<file path="src/rtl/train_pkg.sv">
// Shared defaults and replay FSM encoding for the training replay buffer.
package train_pkg;

    localparam int DATA_SIZE = 16;
    localparam int SIZE      = 3;

    typedef enum logic [1:0] {
        IDLE    = 2'd0,
        FETCH   = 2'd1,
        PRESENT = 2'd2
    } replay_state_e;

endpackage

</file>
<file path="src/rtl/train_replay_mem.sv">
// Sample-pair storage: one write port, one registered read port.
// Only the read register is reset; the array itself is not.
module train_replay_mem #(
    parameter int width  = 96,
    parameter int depth  = 4,
    parameter int addr_w = 2
) (
    input  logic              clk,
    input  logic              rst_n,
    input  logic              we_i,
    input  logic [addr_w-1:0] waddr_i,
    input  logic [width-1:0]  wdata_i,
    input  logic              re_i,
    input  logic [addr_w-1:0] raddr_i,
    output logic [width-1:0]  rdata_o
);

    logic [width-1:0] mem_q [depth];
    logic [width-1:0] rdata_q;

    always_ff @(posedge clk) begin
        if (we_i) begin
            mem_q[waddr_i] <= wdata_i;
        end
    end

    // Read register holds the last fetched pair until the next fetch.
    always_ff @(posedge clk or negedge rst_n) begin
        if (!rst_n) begin
            rdata_q <= '0;
        end else if (re_i) begin
            rdata_q <= mem_q[raddr_i];
        end
    end

    assign rdata_o = rdata_q;

endmodule

</file>
<file path="src/rtl/train_replay_buffer.sv">
// Circular replay buffer of {x, prediction} pairs with an IDLE/FETCH/PRESENT replay FSM.
// Define TRAIN_REPLAY_OVERWRITE_EN to let captures overwrite the oldest entry when full.
module train_replay_buffer
    import train_pkg::*;
#(
    parameter int data_size = DATA_SIZE,
    parameter int size      = SIZE,
    parameter int depth     = 4
) (
    input  logic                        clk,
    input  logic                        rst_n,
    input  logic                        capture_valid,
    output logic                        capture_ready,
    input  logic [data_size*size-1:0]   x_in,
    input  logic [data_size*size-1:0]   predict_in,
    input  logic                        replay_req,
    input  logic                        replay_ack,
    input  logic                        flush,
    output logic                        use_z,
    output logic [data_size*size-1:0]   z,
    output logic [data_size*size-1:0]   predict_value_old,
    output logic [$clog2(depth):0]      count,
    output logic                        empty,
    output logic                        full
);

    localparam int VW = data_size * size;
    localparam int AW = $clog2(depth);
    localparam int CW = AW + 1;
    localparam logic [CW-1:0] DEPTH_C = CW'(depth);

    replay_state_e   state_q, state_d;
    logic [AW-1:0]   wr_ptr_q, wr_ptr_d;
    logic [AW-1:0]   rd_ptr_q, rd_ptr_d;
    logic [CW-1:0]   count_q, count_d;
    logic            push, pop, overwrite;
    logic [2*VW-1:0] rdata;

    assign empty = (count_q == '0);
    assign full  = (count_q == DEPTH_C);

`ifdef TRAIN_REPLAY_OVERWRITE_EN
    assign capture_ready = 1'b1;
    // A pop in the same cycle already frees a slot, so no overwrite is needed then.
    assign overwrite     = push && full && !pop;
`else
    assign capture_ready = !full;
    assign overwrite     = 1'b0;
`endif

    assign push = capture_valid && capture_ready && !flush;

    always_comb begin
        state_d = state_q;
        pop     = 1'b0;
        case (state_q)
            IDLE:    if (replay_req && !empty) state_d = FETCH;
            FETCH: begin
                pop     = 1'b1;
                state_d = PRESENT;
            end
            PRESENT: if (replay_ack) state_d = IDLE;
            default: state_d = IDLE;
        endcase
        if (flush) begin
            state_d = IDLE;
            pop     = 1'b0;
        end
    end

    always_comb begin
        wr_ptr_d = wr_ptr_q;
        rd_ptr_d = rd_ptr_q;
        count_d  = count_q;
        if (push) wr_ptr_d = wr_ptr_q + AW'(1);
        if (pop || overwrite) rd_ptr_d = rd_ptr_q + AW'(1);
        if (push && !pop && !overwrite) begin
            count_d = count_q + CW'(1);
        end else if (pop && !push) begin
            count_d = count_q - CW'(1);
        end
        if (flush) begin
            wr_ptr_d = '0;
            rd_ptr_d = '0;
            count_d  = '0;
        end
    end

    always_ff @(posedge clk or negedge rst_n) begin
        if (!rst_n) begin
            state_q  <= IDLE;
            wr_ptr_q <= '0;
            rd_ptr_q <= '0;
            count_q  <= '0;
        end else begin
            state_q  <= state_d;
            wr_ptr_q <= wr_ptr_d;
            rd_ptr_q <= rd_ptr_d;
            count_q  <= count_d;
        end
    end

    train_replay_mem #(
        .width  (2 * VW),
        .depth  (depth),
        .addr_w (AW)
    ) u_mem (
        .clk     (clk),
        .rst_n   (rst_n),
        .we_i    (push),
        .waddr_i (wr_ptr_q),
        .wdata_i ({x_in, predict_in}),
        .re_i    (pop),
        .raddr_i (rd_ptr_q),
        .rdata_o (rdata)
    );

    assign use_z             = (state_q == PRESENT);
    assign z                 = rdata[2*VW-1:VW];
    assign predict_value_old = rdata[VW-1:0];
    assign count             = count_q;

endmodule

</file>
<file path="config.mk">
export PLATFORM = sky130hd
export DESIGN_NAME = train_replay_buffer
export DESIGN_NICKNAME = d
export VERILOG_FILES = /design/src/rtl/train_pkg.sv /design/src/rtl/train_replay_mem.sv /design/src/rtl/train_replay_buffer.sv
export SDC_FILE = /design/constraint.sdc
export NUM_CORES = 1
export LEC_CHECK = 0
export BUFFER_PORTS_ARGS = -buffer_cell sky130_fd_sc_hd__buf_2
export CAP_MARGIN = 20
export CORE_MARGIN = 2
export CORE_UTILIZATION = 58
export CTS_CLUSTER_DIAMETER = 40
export DETAILED_ROUTE_END_ITERATION = 7
export PLACE_DENSITY_LB_ADDON = 0.05
export SYNTH_ARGS = -nofsm -noshare
export SYNTH_HDL_FRONTEND = slang
export SYNTH_SLANG_ARGS = --single-unit
</file>
<file path="constraint.sdc">
create_clock -name clk -period 7.28 [get_ports clk]
set_input_delay 0.728 -clock clk [delete_from_list [all_inputs] [get_ports clk]]
set_output_delay 0.728 -clock clk [all_outputs]
set_load 0.02 [all_outputs]
</file>
==> results_dict.tcl <==
set metrics [dict create \
    clock_skew_ns 0.0152 \
    setup_viol 0 \
    rows 64 \
    slew_headroom_pct 27.4 \
    cts_htree_levels 2 \
    clk_latency_ns 0.56 \
    root_buffer "clkbuf_16" \
    vias_per_cell 5.80 \
    async_reset_ff_share_pct 21.5 \
    startpoint "rd_ptr_q[0]" \
    tns_ns 0 \
    drive_above_1_share_pct 47.8 \
    r2r_slack_ns 4.06 \
    place_ws_ns 3.91 \
    wl_per_cell_um 23.0 \
    drtIter0Drc 515 \
    synth_cell_types 32 \
    synthCells 772 \
    grt_setup_unrepaired "false" \
    dpl.hpwl_um 19000 \
    grt-ovfl-total 0 \
    setup_ws_ns 4.06 \
    synth_flop_cell "edfxtp_1" \
    min_path_type "input port to asynchronous set/reset pin" \
    core_area_mm2 0.0306 \
    cts_hold_buf 0 \
    nets 1113 \
    die_y_um 180 \
    finalNonFillerCells 1450 \
    grt.total_usage_pct 21.0 \
    status "finished, final reports clean" \
    grt_first_pass_wirelength_um 52500 \
    gp_congestion 0.761 \
    hold_viol_final 0 \
    fin_area_mm2 0.0213 \
    area_growth_pct 18.2 \
    initial_core_util_pct 58.9 \
    arrival_ns 3.66 \
    yosysWarnings 0 \
    drv_cap 0 \
    io_buffer_count 204 \
    place_area_mm2 0.0194 \
    vias 8414 \
    synth_edf_count 384 \
    required_ns 7.72 \
    yosysSeqAreaShare_pct 78.5 \
    post-route-drc-count 0 \
    r2r_cells 4 \
    power_mw 7.71 \
    synth-seq-cells 489 \
    cellLeakagePower_nw 7.62 \
    drt_pass1_iterations 4 \
    finalCriticalPeriod_ns 3.22 \
    antenna_left 0 \
    period_share_pct 44.2 \
    cp-end-kind "flip-flop" \
    ios 205 \
    worst_hold_slack_ns 0.213 \
    syn-cell-area_mm2 0.0180 \
    tightest_slew_ns 1.09 \
    cts_resized 0 \
    die_area_mm2 0.0325 \
    power_density_mw_per_mm2 362 \
    ir_drop_mv 0.223 \
    numCtsBuffers 53 \
    clk_pin_slew_ns 0.06 \
    worstReg2RegStart "rd_ptr_q[0]" \
    grt_start_max_net_pins 73 \
    fin_util_pct 69.7 \
    startpoint_type "flip-flop" \
    r2r-end "u_mem.rdata_o[84]" \
    crit_type "flip-flop to flip-flop" \
    postSynthAreaPerCell_um2 23.4 \
    cts.path.max_buffers 3 \
    cts.sinks 489 \
    dpl.cell_count 1347 \
    drv_slew 0 \
    fmax_mhz 311 \
    path_max_fanout 43 \
    endpoint "u_mem.rdata_o[84]" \
    cts_setup_buffers 0 \
    antenna_found_initial 5 \
    die_w_um 180 \
    grt_pass1_vias 9146 \
    synth_fp_nets 879 \
    wl_um 33400 \
    cts_tree "done" \
]
==> layout make-up <==
type | count | area [µm²]
Clock buffer | 67 | 1480
Tap cell | 396 | 495
Antenna cell | 3 | 7.51
Sequential cell | 489 | 14200
Inverter | 6 | 22.5
Clock inverter | 33 | 374
Fill cell | 1931 | 9280
Multi-Input combinational cell | 242 | 3660
Timing Repair Buffer | 214 | 1100
==> cells by family after synthesis <==
| group | count (synthesis) | share of synthesized area, % |
|---|---|---|
| flops | 489 | 78.5 |
| mux | 192 | 18.4 |
| buf+inv | 41 | 1.25 |
| simple gates | 33 | 1.03 |
| compound gates | 8 | 0.257 |
| fa+ha+maj | 5 | 0.389 |
| xor+xnor | 4 | 0.194 |
==> flip-flops by register name, indices dropped and copies added, names as in the netlist <==
signal,flops
wr_ptr_q,2
count,3
state_q,2
rd_ptr_q,2
u_mem.rdata_o,96
u_mem.mem_q,384
==> per-layer routing <==
layer	track usage (%)	part of all wire [%]	routed length, µm
met5	0	0.084	28
met4	5.81	2.2	729
met3	5.21	6.7	2240
met2	35.1	50	16800
met1	28.0	41	13600
==> report_power, final <==
part / leakage [nW] / switching [mW] / internal, mW
logic: 1.96 / 0.776 / 0.601
clock network: 0.907 / 1.07 / 1.70
registers: 4.76 / 0.181 / 3.39
==> cell usage after synthesis (2+ instances only) <==
| cell type | n | share of area, % |
|---|---|---|
| o21ai_0 | 2 | 0.056 |
| buf_8 | 2 | 0.17 |
| edfxtp_1 | 384 | 64 |
| mux4_2 | 96 | 12 |
| buf_4 | 4 | 0.17 |
| nor2_1 | 5 | 0.10 |
| buf_2 | 15 | 0.42 |
| ha_1 | 4 | 0.28 |
| nand2_1 | 3 | 0.062 |
| nor3_1 | 7 | 0.19 |
| mux2_2 | 78 | 4.9 |
| a21oi_1 | 4 | 0.11 |
| inv_1 | 5 | 0.10 |
| nand2b_1 | 4 | 0.14 |
| buf_6 | 2 | 0.12 |
| dfrtp_1 | 105 | 15 |
| xnor2_1 | 3 | 0.15 |
| mux2_4 | 18 | 1.5 |
| and2_1 | 4 | 0.14 |
| clkbuf_1 | 12 | 0.25 |
| nor2b_1 | 4 | 0.14 |
==> worst min path at each step <==
stage	from	to
final	rst_n	u_mem.rdata_o[93]
after CTS	rst_n	u_mem.rdata_o[2]
after floorplan	rst_n	count[0]
after global routing	rst_n	u_mem.rdata_o[93]
after global placement	u_mem.rdata_o[59]	u_mem.rdata_o[59]
after detailed placement	u_mem.rdata_o[43]	u_mem.rdata_o[43]
==> layout by cell type (no fill, tap or decap), types with 3 or more instances in the layout <==
master and instances:
nor2_1 5, dfrtp_1 103, bufinv_16 7, a21oi_1 4
nor3_1 7, mux4_2 96, inv_1 5, nand2_1 3
clkinv_4 4, buf_2 203, nand2b_1 4, mux2_2 78
clkbuf_1 6, clkbuf_16 55, nor2b_1 4, and2_4 4
ha_1 4, clkinv_1 7, mux2_4 18, edfxtp_1 384
clkinv_2 8, diode_2 3, clkbuf_8 6, buf_4 11
xnor2_1 3, clkinvlp_4 3
==> worst max-delay path: stages, from the launching register on <==
cell and delay [ns]:
dfrtp_4 0.74, buf_4 0.62, buf_4 0.80, mux4_2 0.60, mux2_2 0.28
No activity file was read; power rests on OpenSTA's default activity.
